===== config.mk =====
export PLATFORM = sky130hd
export DESIGN_NAME = intpol2_iq_flow_ctrl
export DESIGN_NICKNAME = d
export VERILOG_FILES = /design/src/rtl/intpol2_iq_flow_ctrl.sv
export SDC_FILE = /design/constraint.sdc
export NUM_CORES = 1
export LEC_CHECK = 0
export CELL_PAD_IN_SITES_DETAIL_PLACEMENT = 1
export CELL_PAD_IN_SITES_GLOBAL_PLACEMENT = 2
export CORE_MARGIN = 4
export CORE_UTILIZATION = 33
export CTS_BUF_LIST = sky130_fd_sc_hd__clkbuf_16
export CTS_CLUSTER_SIZE = 40
export DETAILED_ROUTE_END_ITERATION = 12
export GPL_TIMING_DRIVEN = 0
export HOLD_SLACK_MARGIN = 0.06
export PLACE_DENSITY = 0.8
export REMOVE_ABC_BUFFERS = 1
export SLEW_MARGIN = 10
export SYNTH_ARGS = -nofsm -noshare
export SYNTH_HDL_FRONTEND = slang
export SYNTH_SLANG_ARGS = --single-unit

===== constraint.sdc =====
create_clock -name clk -period 4.45 [get_ports clk]
set_input_delay 0.6675 -clock clk [delete_from_list [all_inputs] [get_ports clk]]
set_output_delay 0.6675 -clock clk [all_outputs]
set_load 0.005 [all_outputs]

===== src/rtl/intpol2_iq_flow_ctrl.sv =====
// Flow controller for the 2nd-order I/Q interpolator: primes the 3-sample window,
// steps the fractional phase mu, and paces FIFO pops against output writes.
module intpol2_iq_flow_ctrl #(
    parameter int FRAC_W = 31,
    parameter int CNT_W  = 16
) (
    input  logic              clk,
    input  logic              rst,
    input  logic              start_i,
    input  logic              bypass_i,
    input  logic [FRAC_W:0]   step_i,
    input  logic [CNT_W-1:0]  out_len_i,
    input  logic              empty_I_i,
    input  logic              empty_Q_i,
    input  logic              afull_i,
    output logic              rd_en_o,
    output logic              shift_o,
    output logic              wr_en_o,
    output logic [FRAC_W-1:0] mu_o,
    output logic              busy_o,
    output logic              done_o,
    output logic              stop_empty_o,
    output logic              stop_afull_o
);

    typedef enum logic [2:0] {
        S_IDLE,
        S_PRIME,
        S_RUN,
        S_PASS,
        S_DONE
    } state_t;

    state_t              state_q, state_d;
    logic [FRAC_W:0]     step_q, step_d;
    logic [CNT_W-1:0]    len_q, len_d;
    logic [CNT_W-1:0]    cnt_q, cnt_d;
    logic [FRAC_W-1:0]   mu_q, mu_d;
    logic                win_valid_q, win_valid_d;
    logic                need_pop_q, need_pop_d;
    logic [1:0]          pop_cnt_q, pop_cnt_d;
    logic                shift_q, shift_d;

    logic                empty;
    logic [FRAC_W:0]     sum;
    logic [CNT_W-1:0]    cnt_inc;
    logic                last;
    logic                need_now;
    logic                need_any;
    logic                pass_pending;

    assign empty   = empty_I_i | empty_Q_i;
    assign sum     = {1'b0, mu_q} + step_q;
    assign cnt_inc = cnt_q + CNT_W'(1);
    assign last    = (cnt_inc == len_q);
    // In bypass, pops already in flight (shift_q) count toward the length.
    assign pass_pending = ({1'b0, cnt_q} + {{CNT_W{1'b0}}, shift_q}) < {1'b0, len_q};
    assign shift_o = shift_q;

    always_comb begin
        state_d      = state_q;
        step_d       = step_q;
        len_d        = len_q;
        cnt_d        = cnt_q;
        mu_d         = mu_q;
        win_valid_d  = win_valid_q;
        need_pop_d   = need_pop_q;
        pop_cnt_d    = pop_cnt_q;
        rd_en_o      = 1'b0;
        wr_en_o      = 1'b0;
        mu_o         = '0;
        busy_o       = 1'b0;
        done_o       = 1'b0;
        stop_empty_o = 1'b0;
        stop_afull_o = 1'b0;
        need_now     = 1'b0;
        need_any     = 1'b0;

        case (state_q)
            S_IDLE: begin
                if (start_i) begin
                    step_d      = step_i;
                    len_d       = out_len_i;
                    cnt_d       = '0;
                    mu_d        = '0;
                    pop_cnt_d   = '0;
                    win_valid_d = 1'b0;
                    need_pop_d  = 1'b0;
                    if (out_len_i == '0) begin
                        state_d = S_DONE;
                    end else if (step_i != '0) begin
                        state_d = bypass_i ? S_PASS : S_PRIME;
                    end
                end
            end
            S_PRIME: begin
                busy_o = 1'b1;
                // pop_cnt reaches 3 on the cycle the third sample shifts in.
                if (pop_cnt_q == 2'd3) begin
                    state_d     = S_RUN;
                    win_valid_d = 1'b1;
                    mu_d        = '0;
                end else begin
                    rd_en_o      = !empty;
                    stop_empty_o = empty;
                    if (!empty) begin
                        pop_cnt_d = pop_cnt_q + 2'd1;
                    end
                end
            end
            S_RUN: begin
                busy_o       = 1'b1;
                stop_afull_o = afull_i;
                mu_o         = mu_q;
                wr_en_o      = win_valid_q & !afull_i;
                if (shift_q) begin
                    win_valid_d = 1'b1;
                end
                if (wr_en_o) begin
                    mu_d  = sum[FRAC_W-1:0];
                    cnt_d = cnt_inc;
                    if (last) begin
                        state_d = S_DONE;
                    end else if (sum[FRAC_W]) begin
                        win_valid_d = 1'b0;
                        need_now    = 1'b1;
                    end
                end
                // Popping in the same cycle as the write keeps the bubble to one cycle.
                need_any     = need_pop_q | need_now;
                rd_en_o      = need_any & !empty;
                stop_empty_o = need_any & empty;
                need_pop_d   = need_any & empty;
            end
            S_PASS: begin
                busy_o       = 1'b1;
                stop_afull_o = afull_i;
                wr_en_o      = shift_q;
                rd_en_o      = pass_pending & !empty & !afull_i;
                stop_empty_o = pass_pending & empty;
                if (wr_en_o) begin
                    cnt_d = cnt_inc;
                    if (last) begin
                        state_d = S_DONE;
                    end
                end
            end
            S_DONE: begin
                done_o      = 1'b1;
                state_d     = S_IDLE;
                need_pop_d  = 1'b0;
                win_valid_d = 1'b0;
            end
            default: state_d = S_IDLE;
        endcase

        shift_d = rd_en_o;
    end

    always_ff @(posedge clk) begin
        if (rst) begin
            state_q     <= S_IDLE;
            step_q      <= '0;
            len_q       <= '0;
            cnt_q       <= '0;
            mu_q        <= '0;
            win_valid_q <= 1'b0;
            need_pop_q  <= 1'b0;
            pop_cnt_q   <= '0;
            shift_q     <= 1'b0;
        end else begin
            state_q     <= state_d;
            step_q      <= step_d;
            len_q       <= len_d;
            cnt_q       <= cnt_d;
            mu_q        <= mu_d;
            win_valid_q <= win_valid_d;
            need_pop_q  <= need_pop_d;
            pop_cnt_q   <= pop_cnt_d;
            shift_q     <= shift_d;
        end
    end

endmodule


==> results of run 1 <==
stage by stage:
stage               setup slack, ns  setup TNS [ns]  std cells
floorplan                     0.715               0        880
global placement              -1.38          -18.80       1247
detailed placement           -0.424          -0.829       1253
CTS                          -0.103          -0.103       1275
global route               -0.00162        -0.00162       1278
finish                        0.173               0       1278
worst reg2reg max path, stage by stage, from the launching register on:
cell	delay, ns
dfxtp_4	0.36
ha_4	0.15
nand4_1	0.16
nor2_2	0.22
buf_6	0.13
nand3_1	0.08
xnor2_1	0.15
ha_1	0.29
nand3_1	0.07
or2_2	0.29
or4_4	0.54
o221ai_4	0.23
buf_6	0.13
o21bai_1	0.07
o211a_1	0.22
layer usage:
metal / vias to the layer above / global-route usage / part of all wire
met3: 19 / 0.0325 / 0.028
li1: 3431 / - / -
met5: - / 0 / 0
met4: 0 / 0.0345 / 0.0099
met1: 3270 / 0.275 / 0.51
met2: 90 / 0.310 / 0.46
cell usage in the layout, fill, tap and decap left out, types with 10 or more instances in the layout:
cell type,count
and2_1,34
nand4_1,11
inv_1,29
o21ai_0,44
ha_1,48
a211oi_1,10
a22oi_1,15
nand2b_1,12
dfxtp_1,96
nor3_1,17
a31oi_1,12
xnor2_1,34
nand3_1,16
nor2_1,69
clkdlybuf4s50_1,89
a21oi_1,101
a21o_1,16
xor2_1,26
nand2_1,144
nor4_1,19
final timing paths:
path	endpoint	slack (ns)	cells after the start
max reg2reg	shift_o	1.25	14
min	step_q[2]	0.46	2
min reg2reg	step_q[2]	0.46	2
max	rd_en_o	0.17	15
cells by family after synthesis:
| logic type | Yosys count |
|---|---|
| flops | 103 |
| simple gates | 387 |
| compound gates | 247 |
| mux | 5 |
| fa+ha+maj | 51 |
| xor+xnor | 60 |
| buf+inv | 81 |
flip-flops by register name, summed over array words and instances, names as in the netlist:
| signal | cells |
|---|---|
| state_q | 3 |
| pop_cnt_q | 2 |
| win_valid_q | 1 |
| len_q | 16 |
| mu_q | 31 |
| shift_o | 1 |
| step_q | 32 |
| cnt_q | 16 |
| need_pop_q | 1 |
final cells by class:
cell class	count	area [um2]	area share
well taps	275	344	0.0395
inverters	27	101	0.0116
repair buffers	107	1100	0.127
flip-flops and latches	103	2080	0.239
clock buffers	9	225	0.0258
clock inverters	7	56.3	0.00646
multi-input cells	750	4800	0.551
power breakdown:
part           internal (uW)  leakage, uW  switching [uW]
Clock                    428     0.000141             372
Combinational            383      0.00242             612
Sequential              1010     0.000842             107
Total                   1820      0.00340            1090
repair_timing:
item | in CTS | in global routing
buffers inserted | 6 | 3
cloned | 0 | 0
endpoints found under the setup margin | 2 | 2
pin swaps | 3 | 9
resized for setup | 26 | 10
==> out/metrics.cfg, run 1 <==
[sta]
hold_viol_final=0
finalSetupViolCount=0
fin_worst_skew_ns=0.00901
worst_pin_slew_ns=0.842
slew_violations=0
period_share=0.961
min_period_ns=4.28
max_freq_mhz=234
rsz0062_at_grt=true
max_slew_margin=0.439
holdWs_ns=0.464

[final_layout]
final_util=0.413
final_area_um2=8720
fillers=2591
finalNetCount=1104
area_growth_syn_to_layout_pct=22.5
drive_above_1_share=0.0808
n_antenna_cell=0

[synth]
ys_warn_count=0
post_synth_inst_count=934
synth_compound_area_frac=0.211
synth-xor-area-share=0.0738
synth_flop_cell=dfxtp_1
yosys.area_share.simple=0.274
yosys.cell_count.top_type=nand2_1
synth_top_family_by_area=simple AND/OR/NAND/NOR gates
synth_adder_area_share=0.0907
synthMuxAreaShare=0.00791
netlist_top_cells_count=nand2_1 (146), dfxtp_1 (103), a21oi_1 (102)
synthDistinctLibCells=75
synth_area_um2=7120
netlist_top_cells_area=dfxtp_1 (29%), ha_1 (8.8%), nand2_1 (7.7%), a21oi_1 (7.2%), xnor2_1 (4.2%)
ys_seq_elements=103
synth.avg_cell_area_um2=7.62
yosysSeqAreaShare=0.290
synth_top_cell_by_area=dfxtp_1
synth_edf_count=0
async_reset_ff_frac=0
synth_top_area_frac=0.290

[place]
gp_congestion=0.835
hpwl_um=17400
placement.io_buffers=92
placed_area_um2=8230

[pwr]
p_per_area_nw_per_um2=334
static-leakage-power_uw=0.00340
p_total_uw=2910
vdd_ir_drop_max_mv=0.187

[worst_setup_path]
rr_startpoint=cnt_q[0]
required_ns=3.78
critical_path_buf_inv_count=3
cp_slowest_cell=or4_4
slowest_delay_ns=0.54
cp_cell_sequence=ha_4, nand4_1, nor2_2, buf_6, nand3_1, xnor2_1, ha_1, nand3_1, or2_2, or4_4, o221ai_4, buf_6, o21bai_1, o211a_1, dlymetal6s2s_1
crit_path_start_kind=register
crit_type=register to output pin
endpoint_kind=output pin
crit_family=simple AND/OR/NAND/NOR gates
cp_max_fo=3
cp_data_arrival_time_ns=3.61
cp-startpoint=cnt_q[0]

[global_routing]
grt_use_total=0.193
grt_pass1_wl_um=37300
grt_start_max_net_pins=67
grt_pass1_vias=6757
grt_overflow_total=0
antenna_found_initial=0

[floorplanning]
die_w_um=155
io_pins=93
die-area_um2=24000
start_util=0.338
rows=53
die_h_um=155
core_um2=21100

[clocking]
clockBufferDepth=2
clockRootBuffer=clkbuf_16
cts_tree=built
clk_pin_slew_ns=0.07
numCtsBuffers=9
ctsHoldBuffers=0
clk_latency_ns=0.36
htree_levels=3
cts_sinks=103

[drt]
final_antenna_net_count=0
wirelength_um=23200
wl_per_cell_um=18.1
drtIter0Drc=357
first_pass_iters=4
drc=0
via_per_inst=5.33
via_count=6810

[outcome]
outcome=finished, final reports clean

[worst_hold_path]
min_from=step_q[2]
hold_class=register to register

[flow_run]
maxCapViolations=0

Note: power is estimated with default switching activity, not from simulation.
==> run 2: changes to the inputs <==
--- a/config.mk
+++ b/config.mk
@@ -5,6 +5,7 @@
 export SDC_FILE = /design/constraint.sdc
 export NUM_CORES = 1
 export LEC_CHECK = 0
+export CAP_MARGIN = 20
 export CELL_PAD_IN_SITES_DETAIL_PLACEMENT = 1
 export CELL_PAD_IN_SITES_GLOBAL_PLACEMENT = 2
 export CORE_MARGIN = 4
==> run 2 against run 1 <==
- die area unchanged
- register-to-register slack barely moved
- critical path depth fell by 1
- power rose by 0.37%
- sequential share of layout area is 0.058 points lower
- non-clock buffer count up 3
- maximum frequency grew 0.28%
- first-iteration DRC count is the same
- largest cell class unchanged
- clock skew increased by 0.0020 ns
- worst setup slack better by 0.012 ns
==> out/metrics.cfg, run 2 (synthesis gave the netlist of run 1 again) <==
[outcome]
outcome=finished, final reports clean

[sta]
period_share=0.958
fin_worst_skew_ns=0.0110
finalSetupViolCount=0
worst_pin_slew_ns=0.896
hold_viol_final=0
max_slew_margin=0.403
max_freq_mhz=234
setup_tns_ns=0
min_period_ns=4.27
slew_violations=0

[place]
placed_area_um2=8230
placement.io_buffers=92
hpwl_um=17400
gp_congestion=0.835

[floorplanning]
die_h_um=155
start_util=0.338
rows=53
io_pins=93
core_um2=21100
die_w_um=155
die-area_um2=24000

[drt]
drtIter0Drc=357
final_antenna_net_count=0
wirelength_um=23300
via_count=6843
first_pass_iters=4
via_per_inst=5.34
wl_per_cell_um=18.2
drc=0

[worst_setup_path]
crit_path_start_kind=register
cp_max_fo=3
critical_path_buf_inv_count=3
crit_family=simple AND/OR/NAND/NOR gates
cp_cell_sequence=ha_4, nand4_1, nor2_2, buf_6, nand3_1, xnor2_1, ha_1, nand3_1, or2_4, or4_4, o221ai_4, inv_1, o31a_1, dlygate4sd2_1
required_ns=3.78
ff2ff_path_depth=14
slowest_delay_ns=0.53
crit_type=register to output pin
endpoint_kind=output pin
cpMostUsedCell=nand3_1
cp_data_arrival_time_ns=3.60
cp_slowest_cell=or4_4
path_depth=14

[global_routing]
grt_start_max_net_pins=67
antenna_found_initial=0
grt_pass1_wl_um=37600
grt_pass1_vias=6825
grt_overflow_total=0
grt_use_total=0.194

[clocking]
numCtsBuffers=9
clk_pin_slew_ns=0.07
htree_levels=3
cts_sinks=103
clk_latency_ns=0.36
ctsHoldBuffers=0
clockBufferDepth=2
clockRootBuffer=clkbuf_16
cts_tree=built

[final_layout]
drive_above_1_share=0.0855
largest_reg_flops=32
final_common_cell=nand2_1
final_cell_mix=nand2_1 (142), a21oi_1 (102), dfxtp_1 (96)
largest_register=step_q
top_regs=step_q x32, mu_q x31
final_area_um2=8740
area_growth_syn_to_layout_pct=22.8
n_antenna_cell=0
finalNetCount=1107

[pwr]
p_total_uw=2920
static-leakage-power_uw=0.00340
vdd_ir_drop_max_mv=0.170
p_per_area_nw_per_um2=334

[flow_run]
maxCapViolations=0

[worst_hold_path]
hold_class=register to register
min_path_cells=2

run 2: where the power goes:
part           switching, uW  total [uW]  internal (uW)
Combinational            614        1000            390
Clock                    373         800            428
Sequential               107        1120           1010
Total                   1090        2920           1830
run 2: area by class of cell:
| class | instances | area [um2] |
|---|---|---|
| fillers | 2589 | 12300 |
| multi-input cells | 750 | 4810 |
| flip-flops and latches | 103 | 2080 |
| repair buffers | 110 | 1120 |
| well taps | 275 | 344 |
| clock buffers | 9 | 225 |
| inverters | 27 | 101 |
| clock inverters | 7 | 56.3 |
run 2: path summary, 6_finish.rpt:
check / startpoint / to / slack (ns)
setup / recovery: cnt_q[0] / stop_empty_o / 0.18
hold reg to reg: step_q[6] / step_q[6] / 0.46
setup reg to reg: cnt_q[0] / shift_o / 1.24
hold / removal: step_q[6] / step_q[6] / 0.46
run 2: worst reg2reg max path, cell delays in order (launching register included):
cell      delay, ns
dfxtp_4        0.36
ha_4           0.16
nand4_1        0.17
nor2_2         0.23
buf_6          0.13
nand3_1        0.09
xnor2_1        0.15
ha_1           0.28
nand3_1        0.08
or2_4          0.24
or4_4          0.53
o221ai_4       0.23
o21bai_1       0.12
buf_4          0.14
o211a_1        0.20
run 2: what timing repair did:
action / 4_1_cts / 5_1_grt
resized for setup: 27 / 11
setup buffers: 7 / 5
pin swaps: 4 / 11
endpoints found under the hold margin: 0 / 0
endpoints found under the setup margin: 2 / 2
run 2: per-stage QoR:
step                std cells  worst slack, ns  hold slack [ns]   util
finish                   1281            0.185            0.463  0.414
global route             1281          -0.0360            0.484  0.414
CTS                      1276           0.0560            0.468  0.410
detailed placement       1253           -0.413            0.456  0.390
global placement         1247            -1.38            0.451  0.385
floorplan                 880            0.715            0.435      -
run 2: metal layers:
metal	routed length, um	GRT usage	vias up	part of all wire
li1	-	-	3429	-
met1	11800	0.276	3293	0.51
met2	10500	0.310	105	0.45
met3	621	0.0278	16	0.027
met4	305	0.0446	0	0.013
met5	0	0	-	0
==> run 3: changes to the inputs <==
--- a/config.mk
+++ b/config.mk
@@ -17,7 +17,7 @@
 export HOLD_SLACK_MARGIN = 0.06
 export PLACE_DENSITY = 0.8
 export REMOVE_ABC_BUFFERS = 1
-export SLEW_MARGIN = 10
+export SLEW_MARGIN = 20
 export SYNTH_ARGS = -nofsm -noshare
 export SYNTH_HDL_FRONTEND = slang
 export SYNTH_SLANG_ARGS = --single-unit
==> run 3 against run 2 <==
- cell area down 0.72%
- hold slack better by 0.00079 ns
- routed wire length down 0.33%
- worst setup slack worse by 0.053 ns
- maximum frequency down 1.2%
- power down 2.6%
==> out/metrics.cfg, run 3 (synthesis gave the netlist of run 1 again) <==
[pwr]
p_per_area_nw_per_um2=328
vdd_ir_drop_max_mv=0.236
static-leakage-power_uw=0.00338
p_total_uw=2840

[drt]
drc=0
via_per_inst=5.36
wl_per_cell_um=18.2
final_antenna_net_count=0
wirelength_um=23200
first_pass_iters=5
via_count=6850
drtIter0Drc=325

[final_layout]
finalNetCount=1104
final_util=0.411
largest_register=step_q
top_regs=step_q x32, mu_q x31
drive_above_1_share=0.0837
n_antenna_cell=0
area_growth_syn_to_layout_pct=21.9
final_common_cell=nand2_1
final_cell_mix=nand2_1 (143), a21oi_1 (102), dfxtp_1 (95)
largest_reg_flops=32

[sta]
max_slew_margin=0.460
holdWs_ns=0.464
slew_violations=0
finalSetupViolCount=0
setup_tns_ns=0
hold_viol_final=0
min_period_ns=4.32
period_share=0.970
worst_pin_slew_ns=0.808
fin_worst_skew_ns=0.00617
max_freq_mhz=232

[worst_setup_path]
crit_path_start_kind=register
ff2ff_path_depth=13
cp_cell_sequence=ha_4, nand4_1, nor2_2, buf_6, nand3_1, xnor2_1, ha_1, nand3_1, or2_4, or4_4, o221ai_4, o21bai_1, o211a_1, dlygate4sd2_1
r2r-end=shift_o
cpMostUsedCell=nand3_1
rrSetupSlack_ns=1.32
cp_data_arrival_time_ns=3.65
cp_slowest_cell=or4_4
cp_max_fo=3
endpoint_kind=output pin
required_ns=3.78
crit_type=register to output pin
rr_startpoint=cnt_q[0]
slowest_delay_ns=0.54

[floorplanning]
io_pins=93
rows=53
die_w_um=155
die_h_um=155
die-area_um2=24000
core_um2=21100
start_util=0.338

[place]
gp_congestion=0.835
placement.io_buffers=92
hpwl_um=17200

[global_routing]
grt_start_max_net_pins=66
grt_pass1_vias=6822
grt_use_total=0.193
grt_pass1_wl_um=37500
antenna_found_initial=0
grt_overflow_total=0

[flow_run]
maxCapViolations=0

[clocking]
cts_sinks=103
numCtsBuffers=9
clockBufferDepth=2
htree_levels=3
cts_tree=built
ctsHoldBuffers=0
clk_latency_ns=0.35
clockRootBuffer=clkbuf_16
clk_pin_slew_ns=0.07

[worst_hold_path]
worst_hold_path.endpoint=step_q[2]
min_path_cells=2
hold_class=register to register
min_from=step_q[2]

[outcome]
outcome=finished, final reports clean

run 3: changes by cell type in the layout (fill, tap and decap cells not counted), sizes merged:
cell           before  now
clkinv              3    5
clkbuf              9   10
bufinv              1    0
clkdlybuf4s15       1    0
buf                19   16
clkinvlp            1    0
run 3: metal layers:
| metal | vias up | GRT usage | routed length [um] | part of all wire |
|---|---|---|---|---|
| met3 | 9 | 0.0317 | 732 | 0.032 |
| met5 | - | 0 | 0 | 0 |
| met1 | 3305 | 0.275 | 11700 | 0.50 |
| li1 | 3431 | - | - | - |
| met4 | 0 | 0.0278 | 131 | 0.0056 |
| met2 | 105 | 0.314 | 10700 | 0.46 |
run 3: worst max-delay path by stage:
stage          slack [ns]            to  depth (start not counted)      from
4_1_cts              0.04  stop_empty_o                         15  cnt_q[0]
3_5_place_dp        -0.41  stop_empty_o                         14  cnt_q[0]
3_3_place_gp        -1.38      mu_q[29]                          4       rst
5_1_grt             -0.03       rd_en_o                         15  cnt_q[0]
2_1_floorplan        0.71  stop_empty_o                         13  cnt_q[0]
6_report             0.13       rd_en_o                         14  cnt_q[0]
run 3: report_power, final:
part | leakage (uW) | internal, uW | switching, uW
Sequential | 0.000842 | 1010 | 105
Combinational | 0.00240 | 371 | 617
Clock | 0.000134 | 371 | 371
run 3: critical path, delay by kind of cell (launching register included):
family                     cells  cell delay, ns
xor gates and xnor gates       1            0.15
buffers and inverters          2            0.40
and+or+nand+nor                6            1.33
adders and majority gates      2            0.44
DFF                            1            0.37
AOI/OAI and AO/OA              3            0.60
run 3: cell type report:
class	count	area, um2
repair buffers	107	1080
well taps	275	344
flip-flops and latches	103	2080
multi-input cells	750	4810
clock inverters	7	32.5
fillers	2608	12400
clock buffers	9	225
inverters	27	101
run 3: per-stage QoR:
step	instances	setup slack (ns)	instance area, um2
floorplan	880	0.715	6850
global placement	1247	-1.38	8110
detailed placement	1252	-0.408	8220
CTS	1274	0.0429	8610
global route	1278	-0.0267	8680
finish	1278	0.132	8680
run 3: repair_timing:
| action | CTS | global route |
|---|---|---|
| setup buffers | 6 | 4 |
| pin swaps | 5 | 9 |
| endpoints found under the hold margin | 0 | 0 |
| gates resized for setup | 30 | 9 |
| setup endpoints to repair | 2 | 2 |
